**src/rtl/dac_pkg.sv**
```systemverilog
// Shared types and defaults for the ds_DAC sample feed path.
package dac_pkg;

    localparam int DEF_WIDTH = 8;
    localparam int DEF_DEPTH = 4;
    localparam int DEF_DIV_W = 16;

    typedef enum logic [1:0] {
        IDLE  = 2'd0,
        PRIME = 2'd1,
        RUN   = 2'd2
    } feed_state_e;

    function automatic int midscale(input int w);
        return 1 << (w - 1);
    endfunction

    localparam logic [DEF_WIDTH-1:0] MIDSCALE = DEF_WIDTH'(midscale(DEF_WIDTH));

endpackage

```
**src/rtl/dac_sample_feeder_fifo.sv**
```systemverilog
// Circular sample buffer with registered occupancy for the DAC feeder.
module sample_fifo
    import dac_pkg::*;
#(
    parameter int WIDTH = DEF_WIDTH,
    parameter int DEPTH = DEF_DEPTH
) (
    input  logic                     clk,
    input  logic                     clr,
    input  logic                     push_i,
    input  logic                     pop_i,
    input  logic [WIDTH-1:0]         wr_data_i,
    output logic [WIDTH-1:0]         rd_data_o,
    output logic [$clog2(DEPTH):0]   level_o,
    output logic                     full_o,
    output logic                     empty_o
);

    localparam int AW = $clog2(DEPTH);
    localparam int LW = AW + 1;

    logic [WIDTH-1:0] mem_q [DEPTH];
    logic [AW-1:0]    wr_ptr_q;
    logic [AW-1:0]    rd_ptr_q;
    logic [LW-1:0]    level_q;
    logic [LW-1:0]    level_d;
    logic             do_push;
    logic             do_pop;

    assign full_o    = (level_q == LW'(DEPTH));
    assign empty_o   = (level_q == '0);
    assign do_push   = push_i && !full_o;
    assign do_pop    = pop_i && !empty_o;
    assign rd_data_o = mem_q[rd_ptr_q];
    assign level_o   = level_q;

    always_comb begin
        level_d = level_q;
        if (do_push && !do_pop) begin
            level_d = level_q + LW'(1);
        end else if (do_pop && !do_push) begin
            level_d = level_q - LW'(1);
        end
    end

    // Storage carries no reset; only pointers and level define validity.
    always_ff @(posedge clk) begin
        if (do_push) begin
            mem_q[wr_ptr_q] <= wr_data_i;
        end
    end

    always_ff @(posedge clk or posedge clr) begin
        if (clr) begin
            wr_ptr_q <= '0;
            rd_ptr_q <= '0;
            level_q  <= '0;
        end else begin
            level_q <= level_d;
            if (do_push) begin
                wr_ptr_q <= wr_ptr_q + AW'(1);
            end
            if (do_pop) begin
                rd_ptr_q <= rd_ptr_q + AW'(1);
            end
        end
    end

endmodule

```
**src/rtl/dac_sample_feeder.sv**
```systemverilog
// Buffers producer samples and releases one per rate strobe to ds_DAC.
module dac_sample_feeder
    import dac_pkg::*;
#(
    parameter int WIDTH = DEF_WIDTH,
    parameter int DEPTH = DEF_DEPTH,
    parameter int DIV_W = DEF_DIV_W
) (
    input  logic                     clk,
    input  logic                     clr,
    input  logic                     en,
    input  logic [DIV_W-1:0]         divisor,
    input  logic [WIDTH-1:0]         in_data,
    input  logic                     in_valid,
    output logic                     in_ready,
    output logic [WIDTH-1:0]         value,
    output logic                     strobe,
    output logic                     underflow,
    output logic [7:0]               underrun_cnt,
    output logic [$clog2(DEPTH):0]   level
);

    localparam int               LW   = $clog2(DEPTH) + 1;
    localparam logic [WIDTH-1:0] MID  = WIDTH'(midscale(WIDTH));
    localparam logic [LW-1:0]    HALF = LW'(DEPTH / 2);

    feed_state_e      state_q;
    logic [DIV_W-1:0] div_cnt_q;
    logic [DIV_W-1:0] div_eff;
    logic [WIDTH-1:0] value_q;
    logic [WIDTH-1:0] head;
    logic [7:0]       underrun_q;
    logic             strobe_q;
    logic             underflow_q;
    logic             full;
    logic             empty;
    logic             push;
    logic             pop;
    logic             fire;

    assign div_eff  = (divisor == '0) ? DIV_W'(1) : divisor;
    assign fire     = (state_q == RUN) && en
                   && (div_cnt_q >= div_eff - DIV_W'(1));
    assign pop      = fire && !empty;
    assign in_ready = !clr && !full;
    assign push     = in_valid && in_ready;

    sample_fifo #(
        .WIDTH (WIDTH),
        .DEPTH (DEPTH)
    ) u_fifo (
        .clk       (clk),
        .clr       (clr),
        .push_i    (push),
        .pop_i     (pop),
        .wr_data_i (in_data),
        .rd_data_o (head),
        .level_o   (level),
        .full_o    (full),
        .empty_o   (empty)
    );

    always_ff @(posedge clk or posedge clr) begin
        if (clr) begin
            state_q     <= IDLE;
            div_cnt_q   <= '0;
            strobe_q    <= 1'b0;
            underflow_q <= 1'b0;
            underrun_q  <= '0;
            value_q     <= MID;
        end else begin
            strobe_q    <= 1'b0;
            underflow_q <= 1'b0;
            unique case (state_q)
                IDLE: begin
                    div_cnt_q <= '0;
                    if (en) begin
                        state_q <= PRIME;
                    end
                end
                PRIME: begin
                    div_cnt_q <= '0;
                    if (!en) begin
                        state_q <= IDLE;
                    end else if (level >= HALF) begin
                        state_q <= RUN;
                    end
                end
                RUN: begin
                    if (!en) begin
                        state_q   <= IDLE;
                        div_cnt_q <= '0;
                    end else if (fire) begin
                        div_cnt_q <= '0;
                        strobe_q  <= 1'b1;
                        // An empty buffer holds the output and stays in RUN.
                        if (!empty) begin
                            value_q <= head;
                        end else begin
                            underflow_q <= 1'b1;
                            if (underrun_q != 8'hFF) begin
                                underrun_q <= underrun_q + 8'd1;
                            end
                        end
                    end else begin
                        div_cnt_q <= div_cnt_q + DIV_W'(1);
                    end
                end
                default: begin
                    state_q   <= IDLE;
                    div_cnt_q <= '0;
                end
            endcase
        end
    end

    assign value        = value_q;
    assign strobe       = strobe_q;
    assign underflow    = underflow_q;
    assign underrun_cnt = underrun_q;

endmodule
```
**config.mk**
```make
export PLATFORM = sky130hd
export DESIGN_NAME = dac_sample_feeder
export DESIGN_NICKNAME = d
export VERILOG_FILES = /design/src/rtl/dac_pkg.sv /design/src/rtl/dac_sample_feeder_fifo.sv /design/src/rtl/dac_sample_feeder.sv
export SDC_FILE = /design/constraint.sdc
export NUM_CORES = 1
export LEC_CHECK = 0
export ABC_CLOCK_PERIOD_IN_PS = 4250
export BUFFER_PORTS_ARGS = -buffer_cell sky130_fd_sc_hd__buf_4
export CORE_ASPECT_RATIO = 0.5
export CORE_MARGIN = 3
export CORE_UTILIZATION = 30
export CTS_CLUSTER_DIAMETER = 60
export DETAILED_ROUTE_END_ITERATION = 8
export SLEW_MARGIN = 20
export SYNTH_ARGS = -nofsm -noshare
export SYNTH_HDL_FRONTEND = slang
export SYNTH_SLANG_ARGS = --single-unit
export TNS_END_PERCENT = 30
```
**constraint.sdc**
```tcl
create_clock -name clk -period 4.25 [get_ports clk]
set_input_delay 0 -clock clk [delete_from_list [all_inputs] [get_ports clk]]
set_output_delay 0 -clock clk [all_outputs]
set_load 0.005 [all_outputs]
```
==> impl_results.md, run 1 <==
* Core Box Area at 12000 um^2
* Area grow syn2layout at 36.9%
* Endpoints failing setup at 2
* Largest net degree at the start of global routing at 44
* Synth Area per Inst at 12.6 um^2
* Initial Util at 0.311
* GRT met1 Usage at 0.144
* Critical Path Start Type: input pin
* Gr ovfl total at 0
* Clock slew at reported path FFs at 0.06 ns
* Peak VDD IR at 0.223 mV
* Seq/Total Area, Yosys at 0.546
* Max Buffers Root-to-Sink at 2
* Reg-to-reg endpoint: u_fifo.level_o[1]
* Worst R2R Setup Slack at 1.41 ns
* Worst hold stages at 3
* Port bufs at 49
* ANT cells at 0
* Syn_nets at 348
* Power Total at 1.85 mW
* Clk root buf: clkbuf_16
* Post-synthesis cell count at 295
* # fillers at 1115
* Failing checks: negative setup slack
* Final worst slack at -0.332 ns
* CP endpoint kind: flip-flop
* Worst Skew at 0.00919 ns
* DR pass1 iterations at 4
* Area leader, netlist: dfrtp_1
* Global routing's busiest layer: met2
* Syn. warnings at 0
* Post-route ant nets at 0
* RR Startpoint: div_cnt_q[13]
* RSZ-0062 raised after global routing: true
* Hold Crit Endpoint: u_fifo.wr_ptr_q[0]
* Worst-path maximum fanout at 4
* Required time of the critical path at 4.47 ns
* Final #Nets at 448
* Met3 Track Usage GR at 0.0375
* Clk sink count at 75
* Residual DRC count at 0
* Final Hold Vio Count at 0
* GRT Util Overall at 0.118
* 1st-iter DRT viols at 131
* Mapped Area at 3730 um^2
* Flops & latches, synth at 75
* Non-filler cells, final at 565
* First-pass GRT wire length at 12800 um
* Minimum clock period at 4.58 ns
* Worst slew pin tran at 0.582 ns
* FF+latch area at 2040 um^2
* Total number of vias at 2562
* Multi-input logic area at 1800 um^2
* Die Y-Extent at 84.8 um
* Pwr dens at 362 nW/um^2
* Slew margin rel. at 0.612
* Clk_lat worst skew at 0.33 ns
* DP Cell Count at 529
* R2r worst-path depth at 11
* Yosys cell types at 38
* Slew Viols, Final at 0
* Static Leak at 2.12 nW
* Critical path arrival at 4.80 ns
* Synth top area cells: dfrtp_1 28%, edfxtp_1 26%, ha_1 8.1%
* Post-synth EDFFs at 32
* Final HPWL DP at 5480 um
* Final WL at 7860 um
* Ratio of cells with drive above 1 in the final layout at 0.363
* Routability cong. at 0.801
* Initial antenna violation count at 0
* Commonest non-fill, non-tap cell in the layout: buf_4
* Vias per cell at 4.53
* CTS Buf Count at 9
* Row cnt at 28
* CTS tree: done
* Ports at 50
* Post-DR wirelength/cell at 13.9 um
* Fmax at 0.218 GHz
* Asr flop ratio synth at 0.573
* Synth top area share at 0.282
* Top flip-flop cell by instance count after synthesis: dfrtp_1
* GR Layer Usage met2 at 0.200
* Critical path class: in -> reg
* Vias in the first global route at 2583
* Die area at 13900 um^2
* Hold Path Class: in -> reg
* H-tree depth at 3
* MaxCap Viol Count at 0
* Status: finished, violations left
* Period utilization at 1.08
* Leading cell types in the layout, fill and taps excluded: 80 x buf_4, 42 x dfrtp_1, 32 x edfxtp_1
* Min-Delay Startpoint: in_valid
* Die Wd at 164 um
[repair_timing]
action                                 4_1_cts  5_1_grt
pin swaps                                   15        1
hold buffers                                10        0
endpoints found under the hold margin       76        0
setup endpoints to repair                   11       13
setup buffers                                9        2
gates resized for setup                     10        9
[cell type report]
class	instances	share of cell area
Multi-Input combinational cell	207	0.353
Sequential cell	75	0.399
Clock buffer	10	0.0449
Tap cell	165	0.0404
Clock inverter	6	0.00809
Inverter	8	0.00637
Timing Repair Buffer	94	0.148
[state kept, by name (all words and copies together) (netlist names)]
register         cells
underrun_cnt         8
u_fifo.wr_ptr_q      2
strobe               1
underflow            1
div_cnt_q           16
u_fifo.mem_q        32
value                8
state_q              2
u_fifo.rd_ptr_q      2
u_fifo.level_o       3
[cells in the mapped netlist (2+ instances only)]
master and number:
nand3_1 12, edfxtp_1 32, or3_1 2, nand2_1 13, dfrtp_1 42, and3_1 10
ha_1 24, nor3_1 9, o21a_1 2, buf_1 2, a21oi_1 8, xor2_1 14
xnor2_1 26, nand2b_1 4, mux4_2 8, or4_4 2, nor2_1 30, nor2b_1 2
nor4_1 3, inv_1 8, a31oi_1 2, nand4_1 10, o21ai_0 5, mux2_2 10
clkbuf_1 2
[worst max-delay path, cell delays in order]
cell      delay (ns)
buf_6           0.09
or4_4           0.53
or4_4           0.43
or3_4           0.34
or3_4           0.39
nor4_4          0.15
nor2_2          0.07
ha_2            0.20
nand2b_4        0.10
buf_6           0.10
buf_4           0.10
nor4_1          0.05
xnor2_1         0.14
ha_1            0.31
nand4_1         0.07
or4b_4          0.55
nand3_4         0.08
and3_4          0.19
inv_4           0.03
ha_4            0.15
inv_2           0.05
fa_2            0.41
mux2_2          0.26
[per-layer routing]
metal | wire length, um | share of wire
met4 | 123 | 0.016
met5 | 0 | 0
met2 | 3890 | 0.49
met1 | 3510 | 0.45
met3 | 334 | 0.042
[power breakdown]
| part | switching [mW] | internal (mW) | total (mW) |
|---|---|---|---|
| sequential | 0.0420 | 0.824 | 0.866 |
| clock | 0.292 | 0.395 | 0.687 |
| combinational | 0.146 | 0.150 | 0.295 |
[cells by family (layout without fill, tap and decap cells)]
| kind of cell | Yosys count | in the layout | synth area share |
|---|---|---|---|
| multiplexers | 18 | 18 | 0.0785 |
| XOR/XNOR | 40 | 40 | 0.0939 |
| adder cells (fa/ha/maj) | 25 | 25 | 0.0859 |
| flip-flops | 75 | 75 | 0.546 |
| AND/OR/NAND/NOR | 104 | 104 | 0.145 |
| AO/OA/AOI/OAI | 20 | 20 | 0.0369 |
| buffers and inverters | 13 | 118 | 0.0134 |
[worst max-delay path by stage]
stage                     startpoint                end  slack [ns]  depth (start not counted)
after floorplan           divisor[4]  u_fifo.level_o[1]       -0.79                         22
after global placement    divisor[4]  u_fifo.level_o[1]       -0.80                         22
after detailed placement  divisor[4]  u_fifo.level_o[1]       -0.85                         22
after CTS                 divisor[4]  u_fifo.level_o[1]       -0.31                         22
after global routing      divisor[4]  u_fifo.level_o[1]       -0.54                         23
final                     divisor[4]  u_fifo.level_o[1]       -0.33                         23
[per-stage QoR]
stage | area (um^2) | hold WS [ns] | util | worst slack [ns] | setup TNS [ns]
4_1_cts | 5050 | 0.244 | 0.421 | -0.313 | -0.487
2_1_floorplan | 3800 | 0.0524 | - | -0.788 | -3.99
5_1_grt | 5100 | 0.290 | 0.426 | -0.543 | -2.33
3_3_place_gp | 4550 | 0.188 | 0.379 | -0.797 | -9.20
3_5_place_dp | 4550 | 0.197 | 0.379 | -0.850 | -11.04
6_report | 5100 | 0.244 | 0.426 | -0.332 | -0.565
No activity file was read; power rests on OpenSTA's default activity.
==> run 2: changes to the inputs <==
ABC_AREA = 1   (was unset)
SLEW_MARGIN = unset   (was 20)
==> impl_results.md, run 2 <==
* Seq/Total Area, Yosys at 0.505 (-0.0412)
* Leading cell types in the layout, fill and taps excluded: 85 x nand2_1, 66 x nor2_1, 51 x buf_4
* Clock slew at reported path FFs at 0.06 ns (about the same)
* H-tree depth at 3 (unchanged)
* GRT Util Overall at 0.117 (-0.00127)
* Post-route ant nets at 0 (unchanged)
* Synth top area share at 0.261 (-0.0212)
* Worst slew pin tran at 0.783 ns (+0.201 ns)
* Comb pwr share at 0.137 (-0.023)
* Asr flop ratio synth at 0.573 (unchanged)
* Worst Setup SP: divisor[13]
* Clock network fraction of design power at 0.405 (+0.033)
* Slew margin rel. at 0.476 (-0.136)
* Die Wd at 170 um (+3.8%)
* Top flip-flop cell by instance count after synthesis: dfrtp_1
* Pre-CTS setup slack at 0.510 ns (+1.36 ns)
* Initial antenna violation count at 0 (unchanged)
* Number of flip-flops in the largest register at 32 (unchanged)
* Core Box Area at 12900 um^2 (+7.8%)
* Post-synth top cells: 85 x nand2_1, 66 x nor2_1, 50 x inv_1
* Largest register by flop count: u_fifo.mem_q
* 1st-iter DRT viols at 167 (+27%)
* Status: complete, no violations
* CTS Buf Count at 9 (unchanged)
* Syn_nets at 489 (+41%)
* Final #Nets at 555 (+24%)
* Final TNS setup at 0 ns (+0.565 ns)
* Worst R2R Setup Slack at 1.64 ns (+0.23 ns)
* Synth top area cells: dfrtp_1 26%, edfxtp_1 24%, nand2_1 7.9%
* Sw frac at 0.287 (+0.0275)
* Endpoints failing setup at 0 (-2)
* Placed cell areas at 4590 um^2 (+0.99%)
* Worst Skew at 0.00727 ns (-0.00192 ns)
* Critical Path Start Type: input pin
* Total number of vias at 3081 (+20%)
* Minimum clock period at 3.39 ns (-1.19 ns)
* Core Util, Final at 0.387 (-0.0393)
* RR Startpoint: div_cnt_q[9]
* Slew Viols, Final at 0 (unchanged)
* CP Capture Point: u_fifo.level_o[2]
* Post-synth EDFFs at 32 (unchanged)
* Clk root buf: clkbuf_16
* Non-filler cells, final at 677 (+20%)
* Sequential share of power at 0.457 (-0.011)
* Final worst slack at 0.859 ns (+1.19 ns)
* Area leader, netlist: dfrtp_1
* First-pass GRT wire length at 14000 um (+9.2%)
* Final Hold Vio Count at 0 (unchanged)
* Static Leak at 2.27 nW (+6.9%)
* Final WL at 8460 um (+7.6%)
* Ratio of cells with drive above 1 in the final layout at 0.164 (-0.199)
* Synth Area per Inst at 9.25 um^2 (-27%)
* Flops & latches, synth at 75 (unchanged)
* Post-CTS Setup Inserts at 0 (-9)
* Reg-to-reg endpoint: u_fifo.level_o[2]
* Ports at 50 (unchanged)
* DR pass1 iterations at 4 (unchanged)
* CP endpoint kind: flip-flop
* Critical path arrival at 3.62 ns (-1.18 ns)
* Row cnt at 29 (+3.6%)
* Routability cong. at 0.862 (+7.6%)
* Worst-path maximum fanout at 10 (+6)
* Internal Power at 1.35 mW (-1.5%)
* Clk sink count at 75 (unchanged)
* Post-DR wirelength/cell at 12.5 um (-10%)
* PostCTS Resize Cnt at 0 (-10)
* Final HPWL DP at 6040 um (+10%)
* Largest net degree at the start of global routing at 44 (unchanged)
* MaxCap Viol Count at 0 (unchanged)
* CP max-delay cell: fa_1
* Fmax at 0.295 GHz (+35%)
* Peak VDD IR at 0.154 mV (-31%)
* Yosys cell types at 39 (+2.6%)
* Hold Path Class: in -> reg
* DP Cell Count at 651 (+23%)
* ANT cells at 0 (unchanged)
* RSZ-0062 raised after global routing: false
* Syn. warnings at 0 (unchanged)
* Residual DRC count at 0 (unchanged)
* Critical path class: in -> reg
* Fin area at 5000 um^2 (-2.1%)
* Max Buffers Root-to-Sink at 2 (unchanged)
* Die Y-Extent at 88.0 um (+3.7%)
* Port bufs at 49 (unchanged)
* Commonest non-fill, non-tap cell in the layout: nand2_1
* Required time of the critical path at 4.48 ns (about the same)
* Vias per cell at 4.55 (+0.36%)
* Area grow syn2layout at 23.9%
* Largest regs: u_fifo.mem_q (32), div_cnt_q (16)
* Most common cell on crit path: inv_1
* R2r worst-path depth at 12 (+1)
* CTS tree: done
* Post-synthesis cell count at 436 (+48%)
* Gr ovfl total at 0 (unchanged)
* Sw Pwr at 543 uW (+13%)
* Pwr dens at 378 nW/um^2 (+4.5%)
* Die area at 15000 um^2 (+7.7%)
* Vias in the first global route at 2944 (+14%)
* Top-count cell post-synth: nand2_1
* Clk_lat worst skew at 0.34 ns (about the same)
* Initial Util at 0.312 (+0.000983)
* Period utilization at 0.798 (-0.280)
* CP peak stage delay at 0.37 ns (-0.18 ns)
* Mapped Area at 4030 um^2 (+8.2%)
run 2: power groups by stage:
stage / clock network (mW) / logic, mW / registers [mW]
after global routing: 0.813 / 0.298 / 0.873
after CTS: 0.785 / 0.265 / 0.864
after floorplan: 0 / 0.159 / 0.869
after detailed placement: 0 / 0.256 / 0.878
final: 0.766 / 0.259 / 0.864
after global placement: 0 / 0.249 / 0.876
run 2: cell type report:
class                   count  area, um^2
flip-flops and latches     75        2040
fillers                  1279        7920
well taps                 170         213
clock inverters             7        78.8
clock buffers               9         225
multi-input cells         304        1770
repair buffers             61         483
inverters                  51         191
run 2: how the worst min path moves through the flow:
| stage | cells past startpoint | slack (ns) | endpoint | start |
|---|---|---|---|---|
| floorplan | 1 | 0.04 | in_ready | clr |
| global placement | 3 | 0.19 | underrun_cnt[6] | clr |
| detailed placement | 3 | 0.19 | u_fifo.level_o[1] | clr |
| CTS | 3 | 0.08 | u_fifo.wr_ptr_q[0] | in_valid |
| global route | 3 | 0.09 | u_fifo.wr_ptr_q[0] | in_valid |
| finish | 3 | 0.08 | u_fifo.wr_ptr_q[0] | in_valid |
run 2: logic make-up after synthesis:
| logic type | Yosys count | share of synthesized area |
|---|---|---|
| simple gates | 200 | 0.223 |
| fa+ha+maj | 25 | 0.0794 |
| flops | 75 | 0.505 |
| buf+inv | 57 | 0.0568 |
| xor+xnor | 29 | 0.0630 |
| compound gates | 50 | 0.0729 |
run 2: critical path, delay by kind of cell:
| family | cells | cell delay [ns] |
|---|---|---|
| adder cells (fa/ha/maj) | 4 | 1.01 |
| buffers and inverters | 6 | 0.51 |
| AND/OR/NAND/NOR | 10 | 1.10 |
| XOR/XNOR | 2 | 0.28 |
| AO/OA/AOI/OAI | 5 | 0.72 |
run 2: metrics by stage:
stage,power [mW],hold slack (ns)
after floorplan,1.03,0.0352
after global placement,1.13,0.186
after detailed placement,1.13,0.190
after CTS,1.91,0.0760
after global routing,1.98,0.0919
final,1.89,0.0840
run 2: timing repair:
action / in CTS / in global routing
endpoints found under the hold margin: 76 / 0
endpoints found under the setup margin: 0 / 0
hold buffers: 10 / 0
run 2: layer usage:
metal / track usage / up-vias / wire [um]
met5: 0 / - / 0
met2: 0.191 / 55 / 3930
met3: 0.0329 / 5 / 357
met1: 0.152 / 1435 / 4090
met4: 0.0390 / 0 / 74
li1: - / 1586 / -
==> run 3: changes to the inputs <==
ABC_CLOCK_PERIOD_IN_PS = 2900   (was 4250)
clock period = 2.9 ns   (was 4.25 ns; I/O delays follow)
==> impl_results.md, run 3 (synthesis gave the netlist of run 2 again) <==
* Status: finished, violations left
* Failing checks: negative setup slack
* Period utilization at 1.01
* Core Util, Final at 0.423 (+0.0365)
* Clk sink count at 75 (unchanged)
* Post-route ant nets at 0 (unchanged)
* Critical path arrival at 3.14 ns (-0.48 ns)
* MaxCap Viol Count at 0 (unchanged)
* Vias per cell at 4.46 (-2.0%)
* Initial Util at 0.312 (unchanged)
* Die area at 15000 um^2 (unchanged)
* Post-DR wirelength/cell at 12.0 um (-4.2%)
* Vias in the first global route at 3167 (+7.6%)
* Port bufs at 49 (unchanged)
* First-pass GRT wire length at 14800 um (+5.5%)
* CP max-delay cell: fa_2
* Number of flip-flops in the largest register at 32 (unchanged)
* CTS tree: done
* Final WL at 8630 um (+2.0%)
* Ports at 50 (unchanged)
* Hold Crit Endpoint: u_fifo.wr_ptr_q[0]
* Minimum clock period at 2.93 ns
* GR Layer Usage met2 at 0.212 (+0.0214)
* Pwr dens at 518 nW/um^2 (+37%)
* Final Hold Vio Count at 0 (unchanged)
* Slew margin rel. at 0.587 (+0.110)
* CP peak stage delay at 0.42 ns (+0.05 ns)
* Global routing's busiest layer: met2
* Reg-to-reg endpoint: u_fifo.level_o[2]
* Critical Path Start Type: input pin
* Worst R2R Setup Slack at 0.48 ns (-1.16 ns)
* Required time of the critical path at 3.12 ns (-1.36 ns)
* Routability cong. at 0.737 (-15%)
* Die Y-Extent at 88.0 um (unchanged)
* Final worst slack at -0.0262 ns (-0.885 ns)
* Max Buffers Root-to-Sink at 2 (unchanged)
* Worst Setup SP: divisor[12]
* Worst-path maximum fanout at 3 (-7)
* Largest register by flop count: u_fifo.mem_q
* Clk_lat worst skew at 0.33 ns (about the same)
* Peak VDD IR at 0.251 mV (+63%)
* Ratio of cells with drive above 1 in the final layout at 0.272 (+0.109)
* Largest net degree at the start of global routing at 28 (-36%)
* Row cnt at 29 (unchanged)
* ANT cells at 0 (unchanged)
* Power Total at 2.83 mW (+50%)
* R2r worst-path depth at 16 (+4)
* GRT Util Overall at 0.123 (+0.00632)
* Leading cell types in the layout, fill and taps excluded: 90 x buf_4, 82 x nand2_1, 64 x nor2_1
* RR Startpoint: div_cnt_q[3]
* DR pass1 iterations at 4 (unchanged)
* Hold slack at 0.0961 ns (+0.0120 ns)
* CP endpoint kind: flip-flop
* Slew Viols, Final at 0 (unchanged)
* Worst Skew at 0.00770 ns (+0.000432 ns)
* Commonest non-fill, non-tap cell in the layout: buf_4
* Largest regs: u_fifo.mem_q (32), div_cnt_q (16)
* Core Box Area at 12900 um^2 (unchanged)
* Met3 Track Usage GR at 0.0284 (-0.00451)
* H-tree depth at 3 (unchanged)
* Total number of vias at 3216 (+4.4%)
* Pre-CTS setup slack at -0.438 ns (-0.948 ns)
* Worst hold stages at 3 (unchanged)
* Clk root buf: clkbuf_16
* Min-Delay Startpoint: in_valid
* Final #Nets at 599 (+7.9%)
* Hold Path Class: in -> reg
* Fmax at 0.342 GHz
* 1st-iter DRT viols at 79 (-53%)
* Gr ovfl total at 0 (unchanged)
* Residual DRC count at 0 (unchanged)
* Final HPWL DP at 6280 um (+4.0%)
* RSZ-0062 raised after global routing: true
* Clock slew at reported path FFs at 0.06 ns (about the same)
* Static Leak at 2.50 nW (+10%)
* Critical path class: in -> reg
* Endpoints failing setup at 1 (+1)
* Worst slew pin tran at 0.616 ns (-0.166 ns)
* Initial antenna violation count at 0 (unchanged)
* Area grow syn2layout at 35.5%
* Die Wd at 170 um (unchanged)
* GRT met1 Usage at 0.157 (+0.00494)
* CTS Buf Count at 9 (unchanged)
[run 3: changes by cell type in the layout (fill, tap and decap cells not counted), moves of 3 or more]
| cell | previous run | this run |
|---|---|---|
| nand2_1 | 85 | 82 |
| inv_2 | 0 | 8 |
| ha_4 | 0 | 3 |
| inv_1 | 49 | 40 |
| buf_6 | 0 | 4 |
| buf_4 | 51 | 90 |
| inv_6 | 4 | 1 |
| ha_1 | 24 | 21 |
[run 3: where the power goes]
group | switching (mW) | internal (mW) | total (mW)
sequential | 0.0568 | 1.21 | 1.26
combinational | 0.246 | 0.208 | 0.454
clock | 0.420 | 0.694 | 1.11
[run 3: routing by layer]
metal | part of all wire | wire length, um | vias to the layer above
li1 | - | - | 1675
met1 | 0.48 | 4150 | 1493
met2 | 0.47 | 4060 | 39
met3 | 0.035 | 300 | 9
met4 | 0.013 | 109 | 0
met5 | 0 | 0 | -
[run 3: worst max-delay path, delay by kind of cell]
kind	cells	cell delay (ns)
adders and majority gates	4	0.99
and+or+nand+nor	13	1.27
buffers and inverters	7	0.52
AOI/OAI and AO/OA	2	0.20
xor gates and xnor gates	1	0.14
[run 3: worst max-delay path by stage]
| stage | cells after the start | end |
|---|---|---|
| 2_1_floorplan | 26 | u_fifo.level_o[2] |
| 3_3_place_gp | 27 | u_fifo.level_o[2] |
| 3_5_place_dp | 27 | u_fifo.level_o[2] |
| 4_1_cts | 27 | u_fifo.level_o[2] |
| 5_1_grt | 27 | u_fifo.level_o[1] |
| 6_report | 27 | u_fifo.level_o[1] |
[run 3: area by class of cell]
class	instances	area (um^2)
fillers	1292	7450
flip-flops and latches	75	2040
multi-input cells	304	1880
repair buffers	105	841
clock buffers	11	243
well taps	170	213
inverters	51	194
clock inverters	5	61.3
[run 3: through the flow]
step | setup TNS [ns] | instance area, um^2 | instances
floorplan | -0.551 | 4090 | 436
global placement | -0.748 | 4940 | 688
detailed placement | -0.908 | 4940 | 688
CTS | 0 | 5350 | 715
global route | -0.459 | 5470 | 721
finish | -0.0262 | 5470 | 721
[run 3: what timing repair did]
item,in CTS,in global routing
resized for setup,0,22
pin swaps,2,20
hold buffers,10,0
hold endpoints to repair,49,0
setup endpoints to repair,2,2
setup buffers,1,6
